## config.mk

```make
export PLATFORM = sky130hd
export DESIGN_NAME = tt_sweep_capture
export DESIGN_NICKNAME = d
export VERILOG_FILES = /design/src/rtl/tt_sweep_capture.sv
export SDC_FILE = /design/constraint.sdc
export NUM_CORES = 1
export LEC_CHECK = 0
export CORE_MARGIN = 1.5
export CORE_UTILIZATION = 40
export CTS_CLUSTER_DIAMETER = 120
export DETAILED_ROUTE_END_ITERATION = 8
export PLACE_DENSITY = 0.63
export SYNTH_ARGS = -nofsm -noshare
export SYNTH_HDL_FRONTEND = slang
export SYNTH_SLANG_ARGS = --single-unit
```

## constraint.sdc

```tcl
create_clock -name clk -period 4.65 [get_ports clk]
set_input_delay 1.395 -clock clk [delete_from_list [all_inputs] [get_ports clk]]
set_output_delay 1.395 -clock clk [all_outputs]
set_load 0.05 [all_outputs]
```

## src/rtl/tt_sweep_capture.sv

```systemverilog
// tt_sweep_capture: walks a 7-input function block through all 128 minterms,
// captures its output into a truth table and compares it with a reference.
module tt_sweep_capture #(
    parameter int LAT = 0  // cycles from x to a valid f_in (0..7)
) (
    input  logic         clk,
    input  logic         rst_n,
    input  logic         start,
    input  logic [127:0] expected,
    output logic [6:0]   x,
    input  logic         f_in,
    output logic         busy,
    output logic         done,
    output logic [127:0] tt,
    output logic         match,
    output logic [7:0]   mismatch_count,
    output logic [6:0]   first_mismatch
);

    typedef enum logic [1:0] {IDLE, SWEEP, DRAIN, DONE} state_t;

    state_t       state, state_nxt;
    logic [6:0]   cnt;        // minterm index in SWEEP, drain cycle in DRAIN
    logic [127:0] exp_q;
    logic         vld0;
    logic [6:0]   j0;
    logic         cap_vld;
    logic [6:0]   cap_j;
    logic         mism;
    logic [7:0]   count_nxt;

    // State register
    always_ff @(posedge clk) begin
        if (!rst_n) state <= IDLE;
        else        state <= state_nxt;
    end

    // Next-state logic; the sweep skips DRAIN when the function is combinational
    always_comb begin
        state_nxt = state;
        case (state)
            IDLE:    if (start) state_nxt = SWEEP;
            SWEEP:   if (cnt == 7'd127) state_nxt = (LAT == 0) ? DONE : DRAIN;
            DRAIN:   if (cnt == 7'(LAT - 1)) state_nxt = DONE;
            DONE:    state_nxt = IDLE;
            default: state_nxt = IDLE;
        endcase
    end

    // Shared counter restarts on every state change
    always_ff @(posedge clk) begin
        if (!rst_n)                                 cnt <= '0;
        else if (state_nxt != state)                cnt <= '0;
        else if (state == SWEEP || state == DRAIN)  cnt <= cnt + 7'd1;
    end

    assign x    = (state == SWEEP) ? cnt : 7'd0;
    assign busy = (state == SWEEP) || (state == DRAIN);
    assign done = (state == DONE);

    // Tag of the minterm presented this cycle
    assign vld0 = (state == SWEEP);
    assign j0   = cnt;

    generate
        if (LAT == 0) begin : g_comb
            assign cap_vld = vld0;
            assign cap_j   = j0;
        end else begin : g_pipe
            logic [LAT-1:0]      vld_pipe;
            logic [LAT-1:0][6:0] j_pipe;

            // Tag delay line matching the function block latency
            always_ff @(posedge clk) begin
                if (!rst_n) begin
                    vld_pipe <= '0;
                    j_pipe   <= '0;
                end else begin
                    vld_pipe[0] <= vld0;
                    j_pipe[0]   <= j0;
                    for (int k = 1; k < LAT; k++) begin
                        vld_pipe[k] <= vld_pipe[k-1];
                        j_pipe[k]   <= j_pipe[k-1];
                    end
                end
            end

            assign cap_vld = vld_pipe[LAT-1];
            assign cap_j   = j_pipe[LAT-1];
        end
    endgenerate

    // Count saturates at 128 so it can never wrap in 8 bits
    assign mism      = cap_vld && (f_in != exp_q[cap_j]) && (mismatch_count != 8'd128);
    assign count_nxt = mismatch_count + {7'd0, mism};

    // Capture, compare and result registers
    always_ff @(posedge clk) begin
        if (!rst_n) begin
            exp_q          <= '0;
            tt             <= '0;
            match          <= 1'b0;
            mismatch_count <= '0;
            first_mismatch <= '0;
        end else if (state == IDLE && start) begin
            exp_q          <= expected;
            tt             <= '0;
            match          <= 1'b0;
            mismatch_count <= '0;
            first_mismatch <= '0;
        end else begin
            if (cap_vld) tt[cap_j] <= f_in;
            if (mism) begin
                mismatch_count <= count_nxt;
                if (mismatch_count == 8'd0) first_mismatch <= cap_j;
            end
            // Final capture lands on the same edge that enters DONE
            if (state_nxt == DONE && state != DONE) match <= (count_nxt == 8'd0);
        end
    end

endmodule
```

======== Word level (Yosys, flattened, before mapping) ========
Index checks and enable logic that the tools add are counted.
word-level totals
  output and inout port bits .............. 153
  bits of input ports ..................... 132
  word-level logic and storage cells ...... 43
  bits in registers ....................... 281
cells by class
  magnitude comparators ................... 2
  muxes and demuxes ....................... 9
  bitwise gates (word level) .............. 1
  reduce and logical (&&, ||, !) cells .... 13
  add/sub/neg operators ................... 2
  equality and inequality tests ........... 9
operators with widths
  cell                                                               count
  bitwise mux 128 bit                                                1
  logical NOT 8 bit                                                  2
  adder 8 x 1 -> 8 bit                                               1
  < comparator 7 x 8 -> 1 bit, second input constant                 1
  != test 8 bit, second input constant                               1
  adder 7 x 1 -> 7 bit, second input constant                        1
  binary-select mux 1 bit (select 7 bit)                             1
  demux 1 bit (select 7 bit)                                         1
  equality test 7 bit, second input constant                         1
  greater-or-equal comparator 7 x 1 -> 1 bit, second input constant  1
  two-way mux 7 bit                                                  1
  equality test 2 bit, second input constant                         3
  case mux 2 bit (3 select lines)                                    1
  OR reduction 2 bit                                                 3
  logical AND 1 bit                                                  5
  two-way mux 2 bit                                                  2
  equality test 2 x 1 -> 1 bit, second input constant                1
  logical NOT 2 bit                                                  1
  two-way mux 1 bit                                                  2
  != test 2 bit                                                      1
  != test 2 bit, second input constant                               1
  AND reduction 2 bit                                                1
  logical OR 1 bit                                                   1
  != test 1 bit                                                      1
  NOT 1 bit                                                          1

======== Logic depth before layout (Yosys ltp) ========
  depth in word-level cells ............... 7
  mapped depth ............................ 19
  depth with buffers taken out ............ 16

======== Least setup slack after synthesis ========
Ideal clock, no wire load.
  kind .................................... reg-to-reg
  start ................................... register cnt[0], in the netlist cap_j[0]
  end ..................................... register mismatch_count[6]
  path slack .............................. 716 ps
  buffers on the path ..................... 0
  required time ........................... 4,582 ps
  setup time .............................. 68 ps
  stages on the path, launching flop included .. 14
  arrival time ............................ 3,866 ps
  clock period less this slack ............ 3,934 ps
  cells stage by stage .................... dfxtp_1 > mux4_2 > a2111oi_1 > a311oi_1 > a2111o_1 > or4_1 > nand2_1 > ha_1 > ha_1 > and3_1 > nand3_1 > or4_4 > a211o_1 > o21ai_2
on the way
  longest elaborated chain between the ends .. 6
RTL lines
  element                                      RTL line  text
  from (decl)                                  23        logic [6:0] cnt;
  from (signal assigned)                       54        else if (state == SWEEP || state == DRAIN) cnt <= cnt + 7'd1;
  binary-select mux 1 bit (select 7 bit) (*)   94        assign mism = cap_vld && (f_in != exp_q[cap_j]) && (mismatch_count != 8'd128);
  two-way mux 1 bit (not written as such) (*)  94
  != test 1 bit (*)                            94
  logical AND 1 bit (*) (2 in series)          94
  via mism                                     29        logic mism;
  adder 8 x 1 -> 8 bit                         95        assign count_nxt = mismatch_count + {7'd0, mism};
  to (signal assigned)                         114       mismatch_count <= count_nxt;
  to (decl)                                    16        output logic [7:0] mismatch_count,
Mark *: on every way through the listed nets, which the timed path passes. The rest lies on a longest branch. The select of a mux whose other input is x is not followed.
A chain may end at the register's enable or synchronous reset.

======== Final worst setup path ========
  start ................................... register cnt[4], in the netlist cap_j[4]
  end ..................................... register mismatch_count[6]
The elaborated chain is that of the path after synthesis.

==> results.yml <==
run_status:
  run_status: "finished, final reports clean"
sta:
  period_needed_ps: 4342
  hold_viol: 0
  tightest_slew_ps: 1192
  slew_headroom: 0.2050
  skew_ps: 9.227
  fmax_mhz: 230.3
  drv_slew: 0
  period_share: 0.9337
  setup_viol: 0
  fin_ws_ps: 308.2
  whs_ps: 452.0
clock_tree:
  cts_tree: "yes"
  clock-root-buffer: "clkbuf_16"
  clkTransAtPathRegs_ps: 60
  cts.sinks: 281
  clkLatencyLatePin_ps: 540
  cts_buffers: 29
  cts_hold_buf: 0
  cts_buffer_depth: 3
  htree_levels: 1
cells_and_area:
  antennaDiodeCount: 0
  fin_util: 0.5485
  mostFrequentLayoutCells: "326 x nand2_1, 283 x clkdlybuf4s50_1, 277 x dfxtp_1, 267 x a21oi_1, 144 x nand3_1"
  final_nets: 1895
  finalInstanceArea_um2: 16340
  area_growth_pct: 34.08
  layout-drive-gt1-share: 0.06926
  final_common_cell: "nand2_1"
  n_fill_cell: 2814
global_route:
  grt.overflow.total: 0
  grt_pass1_wl_um: 65330
  antenna_found_initial: 0
  grt.total_usage: 0.2655
  first_global_vias: 11400
  grt_start_max_net_pins: 131
critical_path:
  cp.required_ps: 5130
  path_delay_family: "simple AND/OR/NAND/NOR gates"
  path_class: "flip-flop to flip-flop"
  slowest_stage: "dfxtp_1"
  cp_num_buf_inv: 1
  critPathMaxFanout: 12
  cpPeakStageDelay_ps: 630
  cp_data_arrival_time_ps: 4820
  start_kind: "flip-flop"
  end_kind: "flip-flop"
  path_cells: "buf_4 -> nor2_1 -> nand2_1 -> a41o_1 -> o211ai_2 -> a2111o_1 -> or4_1 -> nand2_1 -> ha_1 -> ha_1 -> and3_1 -> nand3_1 -> or4_4 -> a211o_1 -> o21ai_2"
synthesis:
  avgSynthCellArea_um2: 7.947
  yosysSeqAreaShare: 0.4615
  synth_area_um2: 12190
  ys_seq_elements: 281
  synth_edf_count: 0
  yosysUniqueCellTypes: 71
  netlist_instances: 1534
  dominantRegCellSynth: "dfxtp_1"
  synth-async-reset-ratio: 0
  ys.warnings.count: 0
  syn_nets: 1673
routing:
  route.detailed.drc: 0
  drt_iter0_drc: 1108
  vias: 12090
  viasPerCell: 5.583
  wl_um: 43120
  wl_per_cell_um: 19.91
  ant_nets: 0
  first_pass_iters: 6
placed_design:
  gp_congestion: 0.9182
  port_buffers: 284
  dp_slack_ps: 257.4
  placed_cell_area_um2: 15310
  dp_hpwl_um: 30730
pwr:
  p_total_mw: 5.499
  peakVddDrop_mv: 0.2530
  p_per_area_nw_per_um2: 336.5
  p_leak_nw: 5.454
floorplan:
  pin_count: 285
  die_w_um: 177.6
  core_um2: 29800
  rows: 63
  die_h_um: 177.6
  start_util: 0.4091
  dieArea_um2: 31530
min_path:
  min_path_type: "flip-flop to flip-flop"
flow_run:
  maxCapViolCount: 0
==> worst reg2reg max path, stage by stage (launching register included) <==
cell,delay (ps)
dfxtp_1,630
buf_4,280
nor2_1,90
nand2_1,350
a41o_1,170
o211ai_2,100
a2111o_1,540
or4_1,480
nand2_1,170
ha_1,190
ha_1,200
and3_1,190
nand3_1,90
or4_4,430
a211o_1,310
o21ai_2,50
==> cell type report <==
class	instances	area, um2	share of cell area
multi-input cells	1115	6001	0.3671
flip-flops and latches	281	5633	0.3446
repair buffers	317	3186	0.1949
clock buffers	41	860.8	0.05267
well taps	390	488.0	0.02986
clock inverters	10	128.9	0.007885
inverters	12	47.55	0.002909
==> cells by family after synthesis <==
| logic type | count (synthesis) | share of synthesized area |
|---|---|---|
| adders and majority gates | 7 | 0.007184 |
| buffers and inverters | 138 | 0.04875 |
| and+or+nand+nor | 597 | 0.2158 |
| muxes | 44 | 0.05214 |
| xor gates and xnor gates | 6 | 0.004311 |
| AOI/OAI and AO/OA | 461 | 0.2103 |
| DFF | 281 | 0.4615 |
==> report_power, final <==
group / internal, mW / total [mW] / switching (mW)
logic: 0.232 / 0.551 / 0.319
clock network: 1.44 / 2.41 / 0.963
registers: 2.48 / 2.54 / 0.0566
==> flip-flops by register name, summed over array words and instances (netlist names) <==
signal / flops
tt: 128
state: 2
exp_q: 128
cap_j: 7
first_mismatch: 7
match: 1
mismatch_count: 8
==> per-stage QoR <==
step,cells,TNS [ps]
2_1_floorplan,1534,0
3_3_place_gp,2113,0
3_5_place_dp,2113,0
4_1_cts,2164,0
5_1_grt,2166,-1.711
6_report,2166,0
==> path summary, 6_finish.rpt <==
check | startpoint | end | slack [ps] | cells after the start
max | cap_j[4]$_SDFFE_PP0P_ | mismatch_count[6]$_SDFFE_PP0P_ | 310 | 15
max reg2reg | cap_j[4]$_SDFFE_PP0P_ | mismatch_count[6]$_SDFFE_PP0P_ | 310 | 15
min reg2reg | exp_q[14]$_SDFFE_PN0P_ | exp_q[14]$_SDFFE_PN0P_ | 450 | 2
min | exp_q[14]$_SDFFE_PN0P_ | exp_q[14]$_SDFFE_PN0P_ | 450 | 2
==> layer usage <==
layer / GRT usage / vias up / routed length, um
met5: 0 / - / 0
met3: 0.03728 / 78 / 3333
met4: 0.06127 / 0 / 945
li1: - / 5850 / -
met1: 0.3685 / 5641 / 19000
met2: 0.4357 / 523 / 19830
==> Yosys cell counts, types with 9 or more instances <==
library cell | instances | area (um2)
nand2_1 | 328 | 1231
o21ai_0 | 124 | 620.6
nand2b_1 | 10 | 62.56
nand3_1 | 144 | 720.7
mux4_2 | 14 | 315.3
clkbuf_1 | 99 | 371.6
buf_2 | 10 | 50.05
o2111ai_1 | 9 | 78.83
nor2_1 | 51 | 191.4
nor3_1 | 11 | 55.05
a21oi_1 | 267 | 1336
inv_1 | 10 | 37.54
dfxtp_1 | 281 | 5625
mux2i_1 | 23 | 230.2
==> what timing repair did <==
item | CTS | global route
buffers inserted | 0 | 0
resized for setup | 0 | 6
hold endpoints to repair | 0 | 0
setup endpoints to repair | 0 | 2
Note: power is estimated with default switching activity, not from simulation.
==> patch, RTL diff (config.mk and constraints unchanged) <==
Register the outputs `x`, `busy` and `done`, with the module's reset; this adds one clock of latency there. The other outputs are not delayed to match. Comments in the files are not updated.
--- a/src/rtl/tt_sweep_capture.sv
+++ b/src/rtl/tt_sweep_capture.sv
@@ -55,7 +55,15 @@
     end
 
-    assign x    = (state == SWEEP) ? cnt : 7'd0;
-    assign busy = (state == SWEEP) || (state == DRAIN);
-    assign done = (state == DONE);
+    always_ff @(posedge clk) begin
+        if (!rst_n) begin
+            x    <= '0;
+            busy <= '0;
+            done <= '0;
+        end else begin
+            x    <= (state == SWEEP) ? cnt : 7'd0;
+            busy <= (state == SWEEP) || (state == DRAIN);
+            done <= (state == DONE);
+        end
+    end
 
     // Tag of the minterm presented this cycle
Behaviour: not the same (a bounded check fails within 4 cycles, from zero or initial values and one cycle with rst_n low).
==> patch against the original RTL <==
  * Power is 2.9% higher
  * Cell area up 0.19%
  * Sequential power is 5% higher
  * Setup slack gained 170 ps
  * Combinational power rose by 23%
  * Area after synthesis increased by 0.89%
  * Hold slack improved by 4.8 ps
  * Count of clock-buffer cells in the layout is 2 higher
  * Sequential cell count rose by 9
  * Routed wire length down 0.48%
  * Largest power group unchanged
==> patch: results (changes against the original RTL) <==
outcome=finished, final reports clean (unchanged); worst-path maximum fanout=16 (was 12); layout net count=1909 (was 1895); Final Non-Filler Cells=2186 (was 2166); routed vias=12400 (was 12100); multiplexer share of the synthesized area=4.10% (was 5.21%); clock latency on the worst-skew pair=570 ps (was 540 ps); placer congestion estimate=0.894 (was 0.918); sequential cell area fraction in the yosys report=47.2% (was 46.1%); f_max=0.239 GHz (was 0.230 GHz); adder-cell share of the synthesized area=0.712% (was 0.718%); filler instances=2878 (was 2814); maximum VDD drop=0.283 mV (was 0.253 mV); layout cells sized above 1=5.75% (was 6.93%); RR Endpoint=match$_SDFFE_PP0P_ (was mismatch_count[6]$_SDFFE_PP0P_); GR Util All Layers=26.1% (was 26.5%); clock skew=23.9 ps (was 9.23 ps); Seq cells post-synth=290 (was 281); dpl hpwl=29700 um (was 30700 um); Synth top cells by count=nand2_1, dfxtp_1, a21oi_1, nand3_1, o21ai_0 (unchanged); Synth Net Count=1694 (was 1673); reg2reg path depth=17 (was 15); pre-CTS WS=516 ps (was 257 ps); placed cell count=2134 (was 2113); WL/cell=19.6 um (was 19.9 um); first-pass detailed-route iteration total=7 (was 6); largest net degree at the start of global routing=113 (was 131); HP Start=exp_q[81]$_SDFFE_PN0P_ (was exp_q[14]$_SDFFE_PN0P_); max_slew headroom=20.7% (was 20.5%); Post-Syn Instances=1555 (was 1534)
-- patch: final cells by class --
cell class              instances  area [um^2]  share of cell area (%)
clock buffers                  43          830                    5.07
clock inverters                 9          111                   0.680
inverters                       9         36.3                   0.222
multi-input cells            1128         5990                    36.6
flip-flops and latches        290         5810                    35.5
well taps                     396          495                    3.03
repair buffers                311         3110                    19.0
-- patch: metal layers --
layer,GRT usage [%],up-vias,wire [um]
li1,-,5899,-
met1,36.2,5846,18800
met2,42.3,551,19900
met3,3.62,63,3220
met4,7.40,0,1000
met5,0,-,0
-- patch: worst max-delay path: stages, from the launching register on --
cell	delay, ps
dfxtp_2	560
nor2b_1	620
a22o_1	250
a21oi_1	60
a211o_1	340
a221o_1	350
a21boi_1	200
nor2_1	150
a21oi_1	150
ha_1	240
nand3_1	120
nor2_1	230
nand3_1	160
nor2_1	130
a21oi_1	50
nor4_1	230
mux2i_1	110
nor2_1	100
-- patch: report_power, final --
group	total [mW]	switching [mW]	internal (mW)	leakage, nW
logic	0.678	0.418	0.259	2.62
registers	2.66	0.0759	2.58	2.36
clock network	2.32	0.981	1.34	0.454
-- patch: how the worst max path moves through the flow --
stage                     cells after the start                   from                  to
after detailed placement                     18  cap_j[2]$_SDFFE_PP0P_  match$_SDFFE_PP0P_
after CTS                                    18  cap_j[2]$_SDFFE_PP0P_  match$_SDFFE_PP0P_
after global routing                         17  cap_j[1]$_SDFFE_PP0P_  match$_SDFFE_PP0P_
after floorplan                              18  cap_j[2]$_SDFFE_PP0P_  match$_SDFFE_PP0P_
final                                        17  cap_j[1]$_SDFFE_PP0P_  match$_SDFFE_PP0P_
after global placement                       18  cap_j[2]$_SDFFE_PP0P_  match$_SDFFE_PP0P_
